`src/rtl/plis_pkg.sv`:
```
// Shared definitions for the FIFO-fed UART transmitter: FSM state
// encoding, default word width and the even-parity helper.
package plis_pkg;

  localparam int DATA_W_DEF = 6;

  typedef enum logic [2:0] {
    ST_IDLE   = 3'd0,
    ST_REQ    = 3'd1,
    ST_LOAD   = 3'd2,
    ST_START  = 3'd3,
    ST_DATA   = 3'd4,
    ST_PARITY = 3'd5,
    ST_STOP   = 3'd6
  } state_e;

  // Even parity bit: XOR of all bits, so the word plus parity has an even
  // number of ones. Callers zero-extend narrower words.
  function automatic logic even_parity(input logic [31:0] v);
    return ^v;
  endfunction

endpackage

```
`src/rtl/bit_timer.sv`:
```
// Bit-period divider: counts clk cycles inside one serial bit and flags the
// last cycle of each period. Restart holds the count at zero.
module bit_timer #(
  parameter int CLKS_PER_BIT = 8
) (
  input  logic i_clk,
  input  logic i_rst_n,
  input  logic i_restart,
  output logic o_bit_done
);

  localparam logic [7:0] LAST = 8'(CLKS_PER_BIT - 1);

  logic [7:0] r_cnt;
  logic       w_terminal;

  assign w_terminal = (r_cnt == LAST);
  assign o_bit_done = w_terminal && !i_restart;

  // Advance the period counter, wrapping to zero at terminal count or restart
  always_ff @(posedge i_clk or negedge i_rst_n) begin
    if (!i_rst_n) begin
      r_cnt <= 8'd0;
    end else if (i_restart || w_terminal) begin
      r_cnt <= 8'd0;
    end else begin
      r_cnt <= r_cnt + 8'd1;
    end
  end

endmodule

```
`src/rtl/fifo_uart_tx.sv`:
```
// FIFO-to-UART transmitter: pops one word per frame from a show-after-read
// FIFO and sends start, data (LSB first), optional even parity and stop.
module fifo_uart_tx
  import plis_pkg::*;
#(
  parameter int DATA_W       = DATA_W_DEF,
  parameter int CLKS_PER_BIT = 8,
  parameter int PARITY_EN    = 1
) (
  input  logic              clk,
  input  logic              rst_n,
  input  logic              rdempty,
  input  logic [DATA_W-1:0] q,
  output logic              rdreq,
  output logic              tx,
  output logic              busy,
  output logic [7:0]        frame_cnt
);

  localparam int BIT_W = (DATA_W > 1) ? $clog2(DATA_W) : 1;
  localparam logic [BIT_W-1:0] LAST_BIT = BIT_W'(DATA_W - 1);

  state_e            r_state;
  logic [DATA_W-1:0] r_shift;
  logic [BIT_W-1:0]  r_bit;
  logic              r_parity;
  logic              r_tx;
  logic              r_rdreq;
  logic              r_busy;
  logic [7:0]        r_frame_cnt;

  logic              w_restart;
  logic              w_bit_done;
  logic [DATA_W-1:0] w_shift_next;

  // The bit timer idles at zero until the frame's first timed state starts;
  // timed states only leave on bit_done, where the counter wraps anyway.
  assign w_restart    = (r_state == ST_IDLE) || (r_state == ST_REQ) || (r_state == ST_LOAD);
  assign w_shift_next = r_shift >> 1;

  bit_timer #(
    .CLKS_PER_BIT(CLKS_PER_BIT)
  ) u_bit_timer (
    .i_clk      (clk),
    .i_rst_n    (rst_n),
    .i_restart  (w_restart),
    .o_bit_done (w_bit_done)
  );

  // Frame sequencer with registered line, request, busy and frame counter
  always_ff @(posedge clk or negedge rst_n) begin
    if (!rst_n) begin
      r_state     <= ST_IDLE;
      r_shift     <= '0;
      r_bit       <= '0;
      r_parity    <= 1'b0;
      r_tx        <= 1'b1;
      r_rdreq     <= 1'b0;
      r_busy      <= 1'b0;
      r_frame_cnt <= 8'd0;
    end else begin
      case (r_state)
        ST_IDLE: begin
          if (!rdempty) begin
            r_state <= ST_REQ;
            r_rdreq <= 1'b1;
            r_busy  <= 1'b1;
          end
        end
        ST_REQ: begin
          r_state <= ST_LOAD;
          r_rdreq <= 1'b0;
        end
        ST_LOAD: begin
          r_state  <= ST_START;
          r_shift  <= q;
          r_parity <= even_parity(32'(q));
          r_bit    <= '0;
          r_tx     <= 1'b0;
        end
        ST_START: begin
          if (w_bit_done) begin
            r_state <= ST_DATA;
            r_tx    <= r_shift[0];
          end
        end
        ST_DATA: begin
          if (w_bit_done) begin
            if (r_bit == LAST_BIT) begin
              if (PARITY_EN != 0) begin
                r_state <= ST_PARITY;
                r_tx    <= r_parity;
              end else begin
                r_state <= ST_STOP;
                r_tx    <= 1'b1;
              end
            end else begin
              r_bit   <= r_bit + BIT_W'(1);
              r_shift <= w_shift_next;
              r_tx    <= w_shift_next[0];
            end
          end
        end
        ST_PARITY: begin
          if (w_bit_done) begin
            r_state <= ST_STOP;
            r_tx    <= 1'b1;
          end
        end
        ST_STOP: begin
          if (w_bit_done) begin
            r_state     <= ST_IDLE;
            r_busy      <= 1'b0;
            r_frame_cnt <= r_frame_cnt + 8'd1;
          end
        end
        default: begin
          r_state <= ST_IDLE;
          r_tx    <= 1'b1;
          r_rdreq <= 1'b0;
          r_busy  <= 1'b0;
        end
      endcase
    end
  end

  assign tx        = r_tx;
  assign rdreq     = r_rdreq;
  assign busy      = r_busy;
  assign frame_cnt = r_frame_cnt;

endmodule

```
`config.mk`:
```
export PLATFORM = sky130hd
export DESIGN_NAME = fifo_uart_tx
export DESIGN_NICKNAME = d
export VERILOG_FILES = /design/src/rtl/plis_pkg.sv /design/src/rtl/bit_timer.sv /design/src/rtl/fifo_uart_tx.sv
export SDC_FILE = /design/constraint.sdc
export NUM_CORES = 1
export LEC_CHECK = 0
export ABC_AREA = 1
export CELL_PAD_IN_SITES_DETAIL_PLACEMENT = 0
export CELL_PAD_IN_SITES_GLOBAL_PLACEMENT = 2
export CORE_MARGIN = 8
export CORE_UTILIZATION = 33
export DETAILED_ROUTE_END_ITERATION = 8
export PLACE_DENSITY_LB_ADDON = 0.3
export SLEW_MARGIN = 20
export SYNTH_ARGS = -nofsm -noshare
export SYNTH_HDL_FRONTEND = slang
export SYNTH_HIERARCHICAL = 1
export SYNTH_SLANG_ARGS = --single-unit
```
`constraint.sdc`:
```
create_clock -name clk -period 2.75 [get_ports clk]
set_input_delay 0.275 -clock clk [delete_from_list [all_inputs] [get_ports clk]]
set_output_delay 0.275 -clock clk [all_outputs]
set_load 0.005 [all_outputs]
```
**Word level (Yosys, flattened, before mapping)**

Cells that the tools add are included.

- Flip-flop bits (word level): 32
- Input port bits: 9
- Output and inout bits: 11
- Word-level logic and storage cells: 70

- Add/subtract/negate cells: 3
- Eq/ne operators: 15
- Muxes and demuxes: 23
- Bitwise logic cells: 3
- Reductions and logical operators: 17

Operators by type and width:

| cell | number |
|---|---|
| 32-bit parity | 1 |
| 3-bit 2-to-1 mux | 8 |
| 3-bit case mux with 7 select lines | 1 |
| 8-bit by 1-bit adder with 8-bit output, second input constant | 2 |
| 3-bit == test, second input constant | 4 |
| 6-bit 2-to-1 mux | 2 |
| 6-bit case mux with 2 select lines | 1 |
| 5-bit OR reduction | 2 |
| 8-bit by 3-bit == test with 1-bit output, second input constant | 1 |
| 8-bit 2-to-1 mux | 1 |
| 2-bit by 1-bit inequality test with 1-bit output, second input constant | 4 |
| 3-bit by 2-bit == test with 1-bit output, second input constant | 2 |
| 1-bit 2-to-1 mux | 6 |
| 2-bit inequality test, second input constant | 3 |
| 3-bit case mux with 2 select lines | 1 |
| 3-bit AND reduction | 2 |
| 6-bit AND reduction | 1 |
| 1-bit case mux with 5 select lines | 1 |
| 2-bit AND reduction | 2 |
| 4-bit AND reduction | 1 |
| 3-bit by 1-bit adder with 3-bit output, second input constant | 1 |
| 3-bit by 1-bit == test with 1-bit output, second input constant | 1 |
| 3-bit zero test | 1 |
| 1-bit logical OR | 3 |
| other kinds (7) | 9 |

**Longest topological paths before layout**

Gate-level depths: netlist (run 1).

- Depth after elaboration: 7
- Mapped depth: 11
- Mapped depth without buffers: 11

**Cells and area by module**

Netlist (run 1), hierarchy kept.

By module, submodules not included:

| module | times used | cells an instance | area an instance (µm²) | seq. area each (µm²) |
|---|---|---|---|---|
| fifo_uart_tx | 1 | 202 | 1539.0 | 601.8 |
| bit_timer | 1 | 53 | 424.2 | 200.2 |

**Worst setup path before layout (run 1)**

No wires, ideal clock.

- Kind: register -> register
- From: register r_state[1]
- To: register r_busy (netlist: busy)
- Setup time: 0.123 ns
- Arrival: 1.789 ns
- Required time: 2.627 ns
- Setup slack: 0.838 ns
- Cell stages (with the launch flop): 11
- Path buffers: 1
- Clock period less this slack: 1.912 ns
- Path through: dfrtp_1 buf_6 nand2_2 nand2_1 inv_1 nor3_1 inv_1 nand2_1 nand2_1 o21ai_0 nand2_1

- Longest elaborated chain between the ends: 7
- Elaborated cells on any way between the ends: 17
- Classes of those cells: eq/ne: 8; mux: 1; bitwise: 1; reduce/logical: 7

RTL lines:

| item | line | text |
|---|---|---|
| start, declared | fifo_uart_tx.sv:23 | `state_e r_state;` |
| start signal, assigned | fifo_uart_tx.sv:53 | `r_state <= ST_IDLE;` |
| start signal, assigned | fifo_uart_tx.sv:65 | `r_state <= ST_REQ;` |
| start signal, assigned | fifo_uart_tx.sv:71 | `r_state <= ST_LOAD;` |
| 3-bit by 1-bit == test with 1-bit output / 3-bit zero test (equally long branches) | fifo_uart_tx.sv:38 | `assign w_restart = (r_state == ST_IDLE) \|\| (r_state == ST_REQ) \|\| (r_state == ST_LOAD);` |
| 1-bit logical OR | fifo_uart_tx.sv:38 |  |
| 1-bit logical OR (*) | fifo_uart_tx.sv:38 |  |
| via w_restart | fifo_uart_tx.sv:32 | `logic w_restart;` |
| 1-bit zero test (*) | bit_timer.sv:18 | `assign o_bit_done = w_terminal && !i_restart;` |
| 1-bit logical AND (*) | bit_timer.sv:18 |  |
| via w_bit_done | fifo_uart_tx.sv:33 | `logic w_bit_done;` |
| 2-bit by 1-bit inequality test with 1-bit output (no line) (*) | -- |  |
| 3-bit AND reduction (no line) (*) | -- |  |
| end signal, assigned | fifo_uart_tx.sv:59 | `r_busy <= 1'b0;` |
| end signal, assigned | fifo_uart_tx.sv:67 | `r_busy <= 1'b1;` |
| end signal, assigned | fifo_uart_tx.sv:113 | `r_busy <= 1'b0;` |
| end, declared | fifo_uart_tx.sv:29 | `logic r_busy;` |

Mark *: on every way through the listed nets, which the timed path passes. The rest lies on a longest branch.
A chain may end at the register's enable or synchronous reset.

**Final worst setup path (run 1)**

- From: register r_state[1]
- To: register r_state[2]

- Longest elaborated chain between the ends: 7
- Elaborated cells on any way between the ends: 19
- Classes of those cells: eq/ne: 12; mux: 1; reduce/logical: 6

RTL lines:

| item | line |
|---|---|
| 3-bit by 1-bit == test with 1-bit output / 3-bit zero test (equally long branches) | fifo_uart_tx.sv:38 |
| 1-bit logical OR | fifo_uart_tx.sv:38 |
| 1-bit logical OR (*) | fifo_uart_tx.sv:38 |
| via w_restart | fifo_uart_tx.sv:32 |
| 1-bit zero test (*) | bit_timer.sv:18 |
| 1-bit logical AND (*) | bit_timer.sv:18 |
| via w_bit_done | fifo_uart_tx.sv:33 |
| 2-bit by 1-bit inequality test with 1-bit output (no line) | -- |
| 6-bit AND reduction (no line) (*) | -- |

Marked as above.

==> metrics.cfg, run 1 <==
[power]
p_per_area_nw_per_um2=680
leakagePower_nw=1.15
power_mw=1.58
vdd_drop_max_mv=0.327

[sta]
tns_ns=0
fmax_ghz=0.522
tightest_slew_ns=0.504
skew_ns=0.00765
rsz0062_at_grt=false
period_share_pct=69.7
slew_violations=0
slew_headroom_pct=66.4
finalCriticalPeriod_ns=1.92
report.final.hold_viol_count=0
fin_hold_ws_ns=0.387
setup_viol=0

[cells_and_area]
utilization_pct=39.6
nNetsFinal=291
final_cell_area_sq_um=2320
area_growth_pct=18.0
diodes=0
drive_above_1_share_pct=12.9

[outcome]
status=completed

[clocking]
cts_tree=yes
root_buffer=clkbuf_8
cts_max_level=2
numCtsBuffers=5
ctsHoldBuffers=0
cts_setup_buffers=0
clkTransAtPathRegs_ns=0.07
cts_resized=0
cts.path.max_buffers=2
cts_sinks=32
worstSkewPairLatency_ns=0.28

[global_routing]
antenna_found_initial=0
grt_pass1_wl_mm=6.98
grt.total_usage_pct=9.93
globalRouteOverflowTotal=0
grt_max_degree=33
first_global_vias=1609

[floorplanning]
io_pins=20
start_util_pct=33.6
core-area_sq_um=5850
fp-row-count=28
die_h_um=93.1
design.die.area_sq_um=8670
die_w_um=93.1

[setup_path]
crit_required_ns=2.91
critPathMaxStageDelay_ns=0.66
crit_slowest_cell=dfrtp_1
cp_max_fo=12
crit_chain=nand2_2 -> nand2_1 -> inv_1 -> nor3_1 -> buf_4 -> inv_1 -> nand2_1 -> nand4_1 -> nand2_1 -> nand2_1
critPathKind=register to register
worstSetupStartpointType=register
worst_setup_path_end_kind=register
critPathMostFrequentCell=nand2_1
arrival_ns=2.08

[drt]
viasPerCell=4.37
drt_iter0_drc=31
wl_per_cell_um=10.9
drcViolationCount=0
firstDrtPassIters=4
ant_nets=0
vias=1547
wl_mm=3.88

[synth]
synth_top_flop_cell=dfrtp_1
synth_area_leader_cell=dfrtp_1
synth_cell_types=27
ys_warn_count=6
synth-seq-area-share_pct=40.9
synth_top_area_share_pct=39.5
postSynthAreaPerCell_sq_um=7.70
netlist_area_sq_um=1960
ys_ff_latch=32
synth_cells=255
synth_edf_count=0
synth_commonest_cells=nand2_1 (86), inv_1 (32), dfrtp_1 (31)
async_reset_ff_share_pct=100
synth.most_common_cell=nand2_1
syn_nets=268
synth_area_leaders=dfrtp_1 (40%), nand2_1 (16%), inv_1 (6.1%), nor2_1 (4.0%), xor2_1 (3.1%)

[hold_path]
holdCritPathClass=primary input to asynchronous set/reset pin

[placement]
io_buffers=19
postPlaceCellArea_sq_um=2210
dpl.hpwl_mm=2.93
gp_congestion=0.752

[run]
drv_cap=0

==> path summary, 6_finish.rpt <==
kind / to / slack [ns] / from / cells past startpoint
setup / recovery: r_state[2]$_DFFE_PN0P_ / 0.83 / r_state[1]$_DFFE_PN0P_ / 10
hold / removal: u_bit_timer/r_cnt[6]$_DFF_PN0_ / 0.39 / rst_n / 2
setup reg to reg: r_state[2]$_DFFE_PN0P_ / 0.83 / r_state[1]$_DFFE_PN0P_ / 10
hold reg to reg: rdreq$_DFFE_PN0P_ / 0.47 / rdreq$_DFFE_PN0P_ / 2
max in group asynchronous: tx$_DFFE_PN1P_ / 2.04 / rst_n / 2
min in group clk: rdreq$_DFFE_PN0P_ / 0.47 / rdreq$_DFFE_PN0P_ / 2
==> critical path: cells and delay by family, from the launching register on <==
| kind | cells | cell delay, ns |
|---|---|---|
| buf+inv | 3 | 0.32 |
| flops | 1 | 0.66 |
| simple gates | 7 | 0.81 |
==> metrics by stage <==
stage | setup slack, ns | instances
after floorplan | 0.838 | 255
after global placement | 0.896 | 346
after detailed placement | 0.870 | 346
after CTS | 0.836 | 354
after global routing | 0.670 | 354
final | 0.833 | 354
==> flip-flops by register name, indices dropped and copies added, names as in the netlist <==
register           flops
frame_cnt              8
u_bit_timer/r_cnt      8
r_shift                6
r_bit                  3
r_state                3
busy                   1
r_parity               1
rdreq                  1
tx                     1
==> area by class of cell <==
| class | count | area (sq um) |
|---|---|---|
| clock buffer | 6 | 72.6 |
| multi-input combinational | 184 | 981 |
| tap | 75 | 93.8 |
| fill | 603 | 3530 |
| clock inverter | 2 | 35.0 |
| inverter | 34 | 128 |
| sequential | 32 | 802 |
| timing repair buffer | 21 | 205 |
==> metal layers <==
metal  up-vias  share of wire, %  GRT usage [%]
met5         -                 0              0
li1        842                 -              -
met2        22                47           16.7
met3         6               2.7           2.40
met1       677                48           11.5
met4         0               1.9           4.83
==> placed cells by master, fill, tap and decap left out, drive strengths merged <==
master	count
nor3	1
a21oi	2
o21ai	18
dfstp	1
nand4	7
clkdlybuf4s50	19
o211ai	2
clkinv	1
dfrtp	31
clkbuf	6
inv	34
buf	2
nand3	14
xnor2	2
ha	4
mux2i	1
nand2	97
xor2	7
nor2	25
o21bai	3
or2	1
bufinv	1
==> logic make-up (layout without fill, tap and decap cells) <==
group	after synthesis	count (layout)	synth area share, %
and+or+nand+nor	145	145	34.9
buffers and inverters	39	63	9.18
DFF	32	32	40.9
AOI/OAI and AO/OA	25	25	7.97
xor gates and xnor gates	9	9	4.02
adders and majority gates	4	4	2.55
muxes	1	1	0.510
==> power breakdown <==
group | switching, mW | internal [mW]
clock | 0.167 | 0.269
combinational | 0.279 | 0.195
sequential | 0.0982 | 0.567
total | 0.545 | 1.03
Note: power is estimated with default switching activity, not from simulation.
==> run 2: changes to the inputs <==
--- a/config.mk
+++ b/config.mk
@@ -9,7 +9,7 @@
 export CELL_PAD_IN_SITES_DETAIL_PLACEMENT = 0
 export CELL_PAD_IN_SITES_GLOBAL_PLACEMENT = 2
 export CORE_MARGIN = 8
-export CORE_UTILIZATION = 33
+export CORE_UTILIZATION = 30
 export DETAILED_ROUTE_END_ITERATION = 8
 export PLACE_DENSITY_LB_ADDON = 0.3
 export SLEW_MARGIN = 20
==> constraint.sdc (replaced) <==
create_clock -name clk -period 1.55 [get_ports clk]
set_input_delay 0.155 -clock clk [delete_from_list [all_inputs] [get_ports clk]]
set_output_delay 0.155 -clock clk [all_outputs]
set_load 0.005 [all_outputs]
==> run 2 against run 1 <==
Effect of this change:
- hold slack worse by 0.16 ns
- design area is 12% higher
- sequential power is 62% higher
- clock power is 90% higher
- sequential cell count stayed put
- highest routed layer unchanged
- non-clock buffer count is 20 higher
- die area is 8.2% higher
- clock skew is 0.0042 ns lower
- worst setup slack worse by 0.81 ns
==> metrics.cfg, run 2 (synthesis gave the netlist of run 1 again) <==
[global_routing]
globalRouteOverflowTotal=0  ; unchanged
antenna_found_initial=0  ; unchanged
grt_pass1_wl_mm=7.85  ; +13%
grt.total_usage_pct=9.75  ; -0.18 points
first_global_vias=1731  ; +7.6%
grt_max_degree=33  ; unchanged

[clocking]
worstSkewPairLatency_ns=0.29  ; about the same
ctsHoldBuffers=0  ; unchanged
root_buffer=clkbuf_8
cts_max_level=2  ; unchanged
cts_tree=yes
clkTransAtPathRegs_ns=0.07  ; about the same
cts.path.max_buffers=2  ; unchanged
cts_sinks=32  ; unchanged
numCtsBuffers=5  ; unchanged

[setup_path]
crit_required_ns=1.73  ; -1.18 ns
r2r_cells=10  ; unchanged
worst-r2r-setup-slack_ns=0.02  ; -0.81 ns
critPathMostFrequentCell=nand2_2
arrival_ns=1.71  ; -0.37 ns
worstReg2RegEnd=r_state[2]$_DFFE_PN0P_
crit_slowest_cell=dfrtp_1
worstSetupStartpointType=register
critPathMaxStageDelay_ns=0.37  ; -0.29 ns
rr_startpoint=r_state[0]$_DFFE_PN0P_
worst_setup_path_end_kind=register
cp_max_fo=4  ; -8
crit_chain=nand2_2 -> nand2_2 -> inv_1 -> nor3_4 -> buf_6 -> inv_6 -> nand2_2 -> nand4_1 -> nand2_1 -> nand2_1
critPathKind=register to register

[power]
vdd_drop_max_mv=0.650  ; +99%
p_per_area_nw_per_um2=1180  ; +73%
power_mw=3.06  ; +94%
leakagePower_nw=1.27  ; +10%

[cells_and_area]
area_growth_pct=32.5
most-common-layout-cells=nand2_1 (79), inv_1 (30), dfrtp_1 (30)
layout_commonest_cell=nand2_1
final_cell_area_sq_um=2600  ; +12%
drive_above_1_share_pct=25.0  ; +12 points
utilization_pct=41.0  ; +1.4 points
nNetsFinal=312  ; +7.2%
seqCellArea_sq_um=803  ; +0.16%
fillers=637  ; +5.6%
diodes=0  ; unchanged
multiInputGateArea_sq_um=1080  ; +9.9%

[floorplanning]
start_util_pct=30.9  ; -2.6 points
fp-row-count=29  ; +3.6%
core-area_sq_um=6350  ; +8.5%
design.die.area_sq_um=9390  ; +8.2%
die_w_um=96.9  ; +4.0%
io_pins=20  ; unchanged
die_h_um=96.9  ; +4.0%

[drt]
ant_nets=0  ; unchanged
wl_mm=4.29  ; +11%
vias=1653  ; +6.9%
wl_per_cell_um=11.4  ; +4.0%
drcViolationCount=0  ; unchanged
firstDrtPassIters=4  ; unchanged
viasPerCell=4.38  ; +0.33%
drt_iter0_drc=47  ; +52%

[sta]
finalWorstSetupSlack_ns=0.0213  ; -0.812 ns
report.final.hold_viol_count=0  ; unchanged
fmax_ghz=0.654  ; +25%
slew_violations=0  ; unchanged
tns_ns=0  ; unchanged
setup_viol=0  ; unchanged
slew_headroom_pct=82.9  ; +16 points
tightest_slew_ns=0.256  ; -0.248 ns
finalCriticalPeriod_ns=1.53  ; -0.388 ns
rsz0062_at_grt=true
period_share_pct=98.6  ; +29 points
skew_ns=0.00346  ; -0.00419 ns

[hold_path]
holdCritPathClass=primary input to asynchronous set/reset pin

[placement]
dpl.hpwl_mm=3.15  ; +7.6%
preCtsSetupSlack_ns=-0.127  ; -0.997 ns
postPlaceCellArea_sq_um=2370  ; +7.3%
gp_congestion=0.761  ; +1.3%
io_buffers=19  ; unchanged

[run]
drv_cap=0  ; unchanged

[outcome]
status=completed

## run 2: layout make-up
cell class              count  area share (%)
clock buffers               5            2.65
clock inverters             3            1.78
inverters                  34            5.10
multi-input cells         185            41.5
flip-flops and latches     32            30.9
well taps                  77            3.70
repair buffers             41            14.4
## run 2: routing by layer
layer  global-route usage [%]  wire length [um]  vias to the layer above
met5                        0                 0                        -
met4                     4.26                99                        0
met3                     2.35               165                        7
met2                     15.3              1990                       29
met1                     12.4              2040                      732
li1                         -                 -                      885
## run 2: report_power, final
part	total, mW	switching [mW]	internal [mW]
logic	1.16	0.694	0.465
registers	1.08	0.0684	1.01
clock network	0.828	0.344	0.484
## run 2: stage by stage
stage | hold WS, ns | instances
final | 0.229 | 377
after global routing | 0.236 | 377
after CTS | 0.235 | 375
after detailed placement | 0.468 | 365
after global placement | 0.457 | 365
after floorplan | -0.141 | 255
## run 2: what timing repair did
action,4_1_cts,5_1_grt
setup buffers,2,1
pin swaps,1,7
setup endpoints to repair,21,22
resized for setup,1,25
cloned,0,1
## run 2: how the worst max path moves through the flow
stage	slack (ns)	cells past startpoint	to	start
CTS	0.02	10	r_bit[1]$_DFFE_PN0P_	r_state[0]$_DFFE_PN0P_
finish	0.02	10	r_state[2]$_DFFE_PN0P_	r_state[0]$_DFFE_PN0P_
global route	-0.12	10	frame_cnt[5]$_DFFE_PN0P_	r_state[0]$_DFFE_PN0P_
floorplan	-0.04	9	r_bit[0]$_DFFE_PN0P_	u_bit_timer/r_cnt[0]$_DFF_PN0_
global placement	-0.10	8	r_bit[0]$_DFFE_PN0P_	u_bit_timer/r_cnt[1]$_DFF_PN0_
detailed placement	-0.13	8	r_bit[0]$_DFFE_PN0P_	u_bit_timer/r_cnt[0]$_DFF_PN0_
## run 2: worst max-delay path: cells and delay by family, from the launching register on
kind	cells	cell delay (ns)
buf+inv	3	0.31
flops	1	0.37
simple gates	7	0.75
